File: config.mk
export PLATFORM = sky130hd
export DESIGN_NAME = riscv_test_monitor
export DESIGN_NICKNAME = d
export VERILOG_FILES = /design/src/rtl/riscv_test_pkg.sv /design/src/rtl/riscv_test_monitor_counter.sv /design/src/rtl/riscv_test_monitor.sv
export SDC_FILE = /design/constraint.sdc
export NUM_CORES = 1
export LEC_CHECK = 0
export CORE_MARGIN = 8
export CORE_UTILIZATION = 30
export CTS_CLUSTER_SIZE = 14
export DETAILED_ROUTE_END_ITERATION = 7
export GPL_ROUTABILITY_DRIVEN = 1
export PLACE_DENSITY_LB_ADDON = 0.2
export SYNTH_ARGS = -nofsm -noshare
export SYNTH_HDL_FRONTEND = slang
export SYNTH_HIERARCHICAL = 1
export SYNTH_SLANG_ARGS = --single-unit
export TNS_END_PERCENT = 5
File: constraint.sdc
create_clock -name clk -period 3.4 [get_ports clk]
set_input_delay 0.34 -clock clk [delete_from_list [all_inputs] [get_ports clk]]
set_output_delay 0.34 -clock clk [all_outputs]
set_load 0.03 [all_outputs]
File: src/rtl/riscv_test_pkg.sv
// Shared encodings for the riscv-tests tohost monitor: FSM states, result codes
// and the tohost write-data decode.
package riscv_test_pkg;

    typedef enum logic [1:0] {
        ST_RUN   = 2'd0,
        ST_DRAIN = 2'd1,
        ST_HALT  = 2'd2
    } state_t;

    localparam logic [1:0] RES_NONE    = 2'd0;
    localparam logic [1:0] RES_PASS    = 2'd1;
    localparam logic [1:0] RES_FAIL    = 2'd2;
    localparam logic [1:0] RES_TIMEOUT = 2'd3;

    localparam logic [31:0] TOHOST_PASS         = 32'h1;
    localparam logic [31:0] DEFAULT_TOHOST_ADDR = 32'h0000_1000;

    // Zero is the test-env clear; even nonzero values are syscall proxy requests.
    function automatic logic [1:0] decode_tohost(input logic [31:0] wdata);
        if (wdata == '0)          return RES_NONE;
        if (wdata == TOHOST_PASS) return RES_PASS;
        if (wdata[0])             return RES_FAIL;
        return RES_NONE;
    endfunction

endpackage

File: src/rtl/riscv_test_monitor_counter.sv
// 32-bit event counter with enable, freeze and synchronous active-low clear.
module monitor_counter (
    input  logic        clk,
    input  logic        clear_n,
    input  logic        en,
    input  logic        freeze,
    output logic [31:0] count
);

    always_ff @(posedge clk) begin
        if (!clear_n)
            count <= '0;
        else if (en && !freeze)
            count <= count + 32'd1;
    end

endmodule

File: src/rtl/riscv_test_monitor.sv
// Passive tohost observer: registered pass/fail/timeout verdict, cycle and
// retire counters, and a finish request after a drain period.
module riscv_test_monitor
    import riscv_test_pkg::*;
#(
    parameter logic [31:0] TOHOST_ADDR    = DEFAULT_TOHOST_ADDR,
    parameter int unsigned TIMEOUT_CYCLES = 5000,
    parameter int unsigned DRAIN_CYCLES   = 4
) (
    input  logic        clk,
    input  logic        rst,
    input  logic        mem_we,
    input  logic [31:0] mem_addr,
    input  logic [31:0] mem_wdata,
    input  logic [3:0]  mem_be,
    input  logic        retire,
    output logic        done,
    output logic        pass,
    output logic        fail,
    output logic        timeout,
    output logic [30:0] fail_testnum,
    output logic [31:0] cycle_count,
    output logic [31:0] retire_count,
    output logic        finish
);

    localparam logic [31:0] TIMEOUT_LAST = 32'(TIMEOUT_CYCLES - 1);
    localparam logic [31:0] DRAIN_LAST   = (DRAIN_CYCLES == 0) ? '0 : 32'(DRAIN_CYCLES - 1);

    state_t      state, state_next;
    logic [31:0] drain_cnt, drain_cnt_next;
    logic        done_next, pass_next, fail_next, timeout_next, finish_next;
    logic [30:0] testnum_next;
    logic        in_run, hit;
    logic [1:0]  hit_res, verdict;

    assign in_run  = (state == ST_RUN);
    assign hit     = in_run && mem_we && (mem_addr == TOHOST_ADDR) && (mem_be == 4'hF);
    assign hit_res = hit ? decode_tohost(mem_wdata) : RES_NONE;

    // Counters keep counting through the verdict cycle and freeze once RUN is left.
    monitor_counter u_cycle_counter (
        .clk     (clk),
        .clear_n (rst),
        .en      (1'b1),
        .freeze  (!in_run),
        .count   (cycle_count)
    );

    monitor_counter u_retire_counter (
        .clk     (clk),
        .clear_n (rst),
        .en      (retire),
        .freeze  (!in_run),
        .count   (retire_count)
    );

    always_comb begin
        state_next     = state;
        drain_cnt_next = drain_cnt;
        done_next      = done;
        pass_next      = pass;
        fail_next      = fail;
        timeout_next   = timeout;
        finish_next    = finish;
        testnum_next   = fail_testnum;
        verdict        = RES_NONE;

        case (state)
            ST_RUN: begin
                // A real hit on the last cycle takes priority over the timeout.
                if (hit_res != RES_NONE)
                    verdict = hit_res;
                else if (cycle_count == TIMEOUT_LAST)
                    verdict = RES_TIMEOUT;

                if (verdict != RES_NONE) begin
                    done_next      = 1'b1;
                    pass_next      = (verdict == RES_PASS);
                    fail_next      = (verdict == RES_FAIL);
                    timeout_next   = (verdict == RES_TIMEOUT);
                    drain_cnt_next = '0;
                    if (verdict == RES_FAIL)
                        testnum_next = mem_wdata[31:1];
                    if (DRAIN_CYCLES == 0) begin
                        finish_next = 1'b1;
                        state_next  = ST_HALT;
                    end else begin
                        state_next  = ST_DRAIN;
                    end
                end
            end
            ST_DRAIN: begin
                if (drain_cnt == DRAIN_LAST) begin
                    finish_next = 1'b1;
                    state_next  = ST_HALT;
                end else begin
                    drain_cnt_next = drain_cnt + 32'd1;
                end
            end
            ST_HALT: ;
            default: state_next = ST_RUN;
        endcase
    end

    always_ff @(posedge clk) begin
        if (!rst) begin
            state        <= ST_RUN;
            drain_cnt    <= '0;
            done         <= 1'b0;
            pass         <= 1'b0;
            fail         <= 1'b0;
            timeout      <= 1'b0;
            finish       <= 1'b0;
            fail_testnum <= '0;
        end else begin
            state        <= state_next;
            drain_cnt    <= drain_cnt_next;
            done         <= done_next;
            pass         <= pass_next;
            fail         <= fail_next;
            timeout      <= timeout_next;
            finish       <= finish_next;
            fail_testnum <= testnum_next;
        end
    end

endmodule

Word-level counts from Yosys, hierarchy flattened
Cells that the tools add are included.
Storage, ports and cells
  input bits: 72
  register bits: 134
  word-level logic and storage cells: 63
Cells by class
  $add $sub $neg: 3
  eq/ne operators: 13
  mux-type cells: 22
  bitwise operators: 1
  reduce and logical (&&, ||, !) cells: 14
Operator list (count)
  $add A32 B1 Y32 const B: 3
  $eq A32 B13 Y1 const B: 2
  $mux W32: 2
  $pmux W32 S2: 1
  $eq A32 B1 Y1 const B: 1
  $eq A32 B2 Y1 const B: 1
  $logic_not A32 Y1: 1
  $mux W2: 12
  $reduce_and A3 Y1: 3
  $eq A2 B2 Y1 const B: 3
  $mux W1: 6
  $pmux W2 S3: 1
  $reduce_bool A2 Y1: 3
  $eq A2 B1 Y1 const B: 2
  $eq A4 B4 Y1 const B: 1
  $logic_and A1 B1 Y1: 4
  $ne A2 B2 Y1 const B: 2
  $reduce_and A2 Y1: 2
  $logic_not A2 Y1: 1
  $ne A2 B1 Y1 const B: 1
  $not A1 Y1: 1

Logic depth before layout (Yosys ltp)
Gate-level depths: netlist of the first run.
  depth after elaboration: 15
  gate-level depth with buffers: 9

By module
Netlist of the first run, hierarchy kept.
By module, submodules not included
  riscv_test_monitor: cells each 403, area an instance 3509.6 µm², seq. area each 1401.3 µm², times used 1
  monitor_counter: cells each 178, area an instance 1559.0 µm², seq. area each 640.6 µm², times used 2

Worst setup path after synthesis of the first run
No wires, ideal clock.
  path type: register -> register
  from: reg u_cycle_counter.count[5]
  to: reg drain_cnt[22]
  clock period less this slack: 2169 ps
  arrival: 2047 ps
  cell stages (with the launch flop): 7
  path slack: 1231 ps
  cells stage by stage: dfxtp_1 > or4_4 > nor4_4 > o21ai_2 > and2_1 > buf_6 > o311a_1
Between the ends
  word-level cells in the longest chain between the ends: 7
Ends and longest elaborated chain
  from (decl): line riscv_test_monitor_counter.sv:7  | output logic [31:0] count
  from (signal assigned): line riscv_test_monitor_counter.sv:14  | count <= count + 32'd1;
  $eq A32 B13 Y1: line riscv_test_monitor.sv:74  | else if (cycle_count == TIMEOUT_LAST)
  $mux W2: line riscv_test_monitor.sv:74
  $mux W2: line riscv_test_monitor.sv:72  | if (hit_res != RES_NONE)
  $mux W2: line riscv_test_monitor.sv:69  | case (state)
  $reduce_bool A2 Y1: line riscv_test_monitor.sv:77  | if (verdict != RES_NONE) begin
  $ne A2 B1 Y1 (no source line)
  $reduce_and A3 Y1 (no source line)
  to (signal assigned): line riscv_test_monitor.sv:118  | drain_cnt <= drain_cnt_next;
  to (decl): line riscv_test_monitor.sv:31  | logic [31:0] drain_cnt, drain_cnt_next;
No other way between the ends. The select of a mux whose other input is x is not followed.
A chain may end at the register's enable or synchronous reset.

Worst setup path in the final report of the first run
  from: reg u_cycle_counter.count[25]
  to: reg drain_cnt[6]
Same word-level chain as after synthesis.

==> results.yml, run 1 <==
status:
  status: "finished, final reports clean"
synthesis:
  syn_area_per_cell_um2: 8.732
  synth_warnings: 6
  async_flop_share: 0
  synth-edff-count: 0
  synth_area_mm2: 0.006628
  synth_cell_types: 58
  yosys.area.top_type: "dfxtp_1"
  netlist_instances: 759
  yosys_register_bits: 134
  synthFlopType: "dfxtp_1"
  synth_seq_area_share: 0.4048
  synth_top_area_frac: 0.4048
  synthTopCellsByArea: "dfxtp_1 (40%), mux2i_1 (6.3%), nand2_1 (4.0%), a21oi_1 (3.9%), nor2_1 (3.7%)"
clock_network:
  cts_setup_buffers: 0
  clockBufferDepth: 2
  htree_levels: 4
  cts_buffers: 17
  clk_pin_slew_ns: 0.07
  hold_buffers: 0
  cts_root_buffer: "clkbuf_16"
  cts_resized: 0
  clk_latency_ns: 0.42
  cts_tree: "done"
  cts.sink_count: 134
die:
  rows: 54
  fp.dieW_um: 164.6
  core_mm2: 0.02176
  ios: 172
  chipHeight_um: 164.6
  die_area_mm2: 0.02710
  start_util: 0.3046
timing:
  skew_ns: 0.01389
  min_period_over_period: 0.7573
  whs_ns: 0.3826
  rsz0062_at_grt: "no"
  setup_violations: 0
  layout_min_cycle_time_ns: 2.575
  timing.final.max_slew_violations: 0
  fmax_mhz: 388.4
  final.setup.tns_ns: 0
  hold_viol_final: 0
  relSlewSlack: 0.4624
  tightest_slew_ns: 0.8015
run:
  cap_violations: 0
power:
  switching_share: 0.2334
  power_w: 0.003644
  vdd_drop_max_uv: 246.1
  p_int_w: 0.002794
  p_switching_w: 0.0008505
  p_per_area_mw_per_mm2: 397.3
  p_leak_nw: 3.263
  power_frac_comb: 0.048
  clock_power_share: 0.518
  p_seq_frac: 0.434
detailed_routing:
  wirelength_um: 19380
  drcViolationCount: 0
  vias: 6333
  vias_per_cell: 5.225
  wl_per_cell_um: 15.99
  drtIter0Drc: 348
  drtPass1Iterations: 4
  ant_nets: 0
min_path:
  hp-class: "input port to flip-flop"
layout:
  fin_area_mm2: 0.009174
  finalNonFillerCells: 1212
  final_nets: 994
  area_delta_synth_final_pct: 38.42
  num_antenna_cells: 0
  most-common-layout-cells: "clkdlybuf4s50_1 (170), dfxtp_1 (134), nand2_1 (70)"
  drive_above_1_share: 0.07082
  final_common_cell: "clkdlybuf4s50_1"
critical_path:
  path_max_fanout: 30
  path_class: "flip-flop to flip-flop"
  critPathCaptureType: "flip-flop"
  worstPathRequired_ns: 3.74
  worst-endpoint-arrival_ns: 2.92
  start_kind: "flip-flop"
global_route:
  grtUsageTotal: 0.1426
  grt_pass1_vias: 6070
  grt_pass1_wl_um: 31570
  grt_antenna_before_repair: 0
  grt_max_degree: 41
  overflow: 0
place:
  gp_congestion: 0.7384
  dp.cells: 1180
  place_area_mm2: 0.008568
  io_buffers: 171
  hpwl_um: 13940
stage by stage:
step                setup slack (ns)    util
finish                        0.8253  0.4217
global route                  0.6843  0.4217
CTS                           0.8374  0.4217
detailed placement            0.4941  0.3938
global placement              0.5300  0.3938
floorplan                      1.231       -
registers in the layout, indices dropped and copies added (netlist names):
name and cells:
state 2, fail 1, finish 1, timeout 1, fail_testnum 31, pass 1
done 1, drain_cnt 32, u_retire_counter/count 32, u_cycle_counter/count 32
layer usage:
layer / vias up / global-route usage / part of all wire
met5: - / 0 / 0
met1: 2981 / 0.1801 / 0.46
li1: 3193 / - / -
met3: 10 / 0.05085 / 0.065
met4: 0 / 0.03890 / 0.0079
met2: 149 / 0.2260 / 0.46
Yosys cell counts (4+ instances only):
cell,n
nand4_1,28
nand2_1,70
buf_4,4
o21ai_0,19
nor4_1,34
and4b_1,4
o31ai_1,22
nand2b_1,13
o2111ai_1,11
clkbuf_1,21
a21oi_1,52
buf_6,5
and4_1,16
inv_1,15
and2_1,10
xor2_1,14
xnor2_1,6
nand3_1,38
o221a_1,5
or4_1,23
a2111o_1,16
and3_1,10
o21ai_1,4
nor2_1,65
or3_1,10
mux2i_1,42
dfxtp_1,134
buf_2,15
critical path: stages, from the launching register on:
cell and delay (ns):
dfxtp_1 0.38, nor4_1 0.38, nand4_1 0.24, nor4_4 0.44, o21ai_4 0.24, buf_4 0.32, a2111o_1 0.42, o21ai_0 0.06
worst paths after layout:
kind | start | slack (ns) | to | cells after the start
setup / recovery | u_cycle_counter/count[25] | 0.83 | drain_cnt[6] | 7
hold / removal | rst | 0.38 | u_cycle_counter/count[29] | 3
setup reg to reg | u_cycle_counter/count[25] | 0.83 | drain_cnt[6] | 7
hold reg to reg | done | 0.45 | done | 2
cell families after synthesis:
family,synth area share
compound gates,0.1561
mux,0.06343
flops,0.4048
fa+ha+maj,0.005664
buf+inv,0.04587
simple gates,0.2971
other cells,0.0005658
xor+xnor,0.02643
power by group through the flow:
stage                     Combinational [W]  Clock [W]  Sequential (W)
after CTS                          0.000176    0.00193         0.00158
after detailed placement           0.000175          0         0.00162
final                              0.000173    0.00189         0.00158
after floorplan                   0.0000483          0         0.00163
after global routing               0.000188    0.00201         0.00158
after global placement             0.000175          0         0.00162
area by class of cell:
| cell class | instances | area [um^2] |
|---|---|---|
| clock inverter | 14 | 166.4 |
| clock buffer | 18 | 439.2 |
| multi-input combinational | 565 | 3667 |
| fill | 2203 | 12580 |
| inverter | 17 | 63.81 |
| tap | 280 | 350.3 |
| timing repair buffer | 184 | 1804 |
| sequential | 134 | 2683 |
No activity file was read; power rests on OpenSTA's default activity.
==> inputs of run 2 (changes only) <==
- clock period: 3.4 -> 2.69 ns (I/O delays scaled with it)
==> results.yml, run 2 (synthesis results as in run 1) <==
detailed_routing:
  drtIter0Drc: 343
  vias_per_cell: 5.228
  drtPass1Iterations: 4
  wl_per_cell_um: 16.16
  vias: 6389
  drcViolationCount: 0
  ant_nets: 0
  wirelength_um: 19750
run:
  cap_violations: 0
global_route:
  grt_max_degree: 41
  grtUsageTotal: 0.1454
  overflow: 0
  grt_pass1_wl_um: 32120
  grt_pass1_vias: 6208
  grt_antenna_before_repair: 0
place:
  hpwl_um: 14290
  pre_cts_ws_ns: 0.07850
  place_area_mm2: 0.008701
  io_buffers: 171
  gp_congestion: 0.7493
min_path:
  hp-class: "input port to flip-flop"
status:
  status: "finished, final reports clean"
critical_path:
  regToRegSetupSlack_ns: 0.37
  path_depth: 6
  cpLargestDelayFamily: "simple AND/OR/NAND/NOR gates"
  worstPathRequired_ns: 3.04
  path_max_fanout: 7
  critPathCaptureType: "flip-flop"
  r2r_end: "u_retire_counter/count[28]"
  worst-endpoint-arrival_ns: 2.67
  slowest_delay_ns: 0.52
  r2r_start: "state[0]"
  path_class: "flip-flop to flip-flop"
  cp-startpoint: "state[0]"
  rr_worst_depth: 6
  path_cells: "nor2_1 > inv_1 > and4b_1 > nand3_1 > nor4_1 > mux2i_1"
  start_kind: "flip-flop"
  crit_slowest_cell: "and4b_1"
  crit_buf_inv: 1
  crit_end: "u_retire_counter/count[28]"
clock_network:
  cts_root_buffer: "clkbuf_16"
  hold_buffers: 0
  cts.sink_count: 134
  clk_pin_slew_ns: 0.06
  cts_buffers: 17
  htree_levels: 4
  clockBufferDepth: 2
  clk_latency_ns: 0.42
  cts_setup_buffers: 0
  cts_tree: "done"
  cts_resized: 0
timing:
  min_period_over_period: 0.8617
  skew_ns: 0.01407
  final.setup.tns_ns: 0
  relSlewSlack: 0.6607
  fmax_mhz: 431.4
  timing.final.max_slew_violations: 0
  setup_violations: 0
  rsz0062_at_grt: "no"
  final.setup.worst_slack_ns: 0.3719
  whs_ns: 0.3255
  layout_min_cycle_time_ns: 2.318
  tightest_slew_ns: 0.5083
  hold_viol_final: 0
layout:
  final_common_cell: "clkdlybuf4s50_1"
  multiInputGateArea_mm2: 0.003667
  reg.largest.list: "drain_cnt x32, u_cycle_counter/count x32, u_retire_counter/count x32"
  drive_above_1_share: 0.07856
  num_antenna_cells: 0
  fin_util: 0.4254
  most-common-layout-cells: "clkdlybuf4s50_1 (170), dfxtp_1 (134), nand2_1 (70)"
  fillCellCount: 2177
  final_nets: 1005
  fin_area_mm2: 0.009254
  area_delta_synth_final_pct: 39.63
  regArea_mm2: 0.002683
die:
  rows: 54
  ios: 172
  core_mm2: 0.02176
  die_area_mm2: 0.02710
  start_util: 0.3046
  chipHeight_um: 164.6
  fp.dieW_um: 164.6
power:
  p_per_area_mw_per_mm2: 480.9
  p_leak_nw: 3.320
  vdd_drop_max_uv: 348.9
## run 2: how the worst min path moves through the flow
stage	start	endpoint	slack, ns	cells after the start
global placement	fail	fail	0.44	2
finish	rst	u_retire_counter/count[28]	0.33	3
detailed placement	timeout	timeout	0.45	2
CTS	rst	u_retire_counter/count[28]	0.31	3
global route	rst	u_retire_counter/count[28]	0.34	3
floorplan	mem_wdata[1]	fail_testnum[0]	0.41	2
## run 2: through the flow
step,total power (W),instances
global route,0.004620,1222
CTS,0.004527,1222
finish,0.004450,1222
detailed placement,0.002273,1191
global placement,0.002272,1191
floorplan,0.002117,761
## run 2: final cells by class
type,count,area share
Timing Repair Buffer,195,0.2093
Tap cell,280,0.03786
Multi-Input combinational cell,565,0.3963
Clock inverter,12,0.01298
Inverter,17,0.006896
Clock buffer,19,0.04678
Sequential cell,134,0.2899
## run 2: per-layer routing
layer	vias to the layer above	wire (um)	GRT usage
met5	-	0	0
met2	141	9387	0.2353
met3	19	1227	0.04536
li1	3240	-	-
met4	0	251	0.04832
met1	2989	8885	0.1802
## run 2: power breakdown
group / leakage (nW) / total, W / internal (W) / switching [W]
clock network: 0.266 / 0.00222 / 0.00128 / 0.000939
logic: 1.97 / 0.000226 / 0.000128 / 0.0000979
registers: 1.08 / 0.00200 / 0.00199 / 0.0000102
total: 3.32 / 0.00445 / 0.00340 / 0.00105
## run 2: worst register-to-register path: cells and delay by family, from the launching register on
family	cells	cell delay, ns
buffers and inverters	1	0.23
flip-flops	1	0.34
multiplexers	1	0.21
AND/OR/NAND/NOR	4	1.48
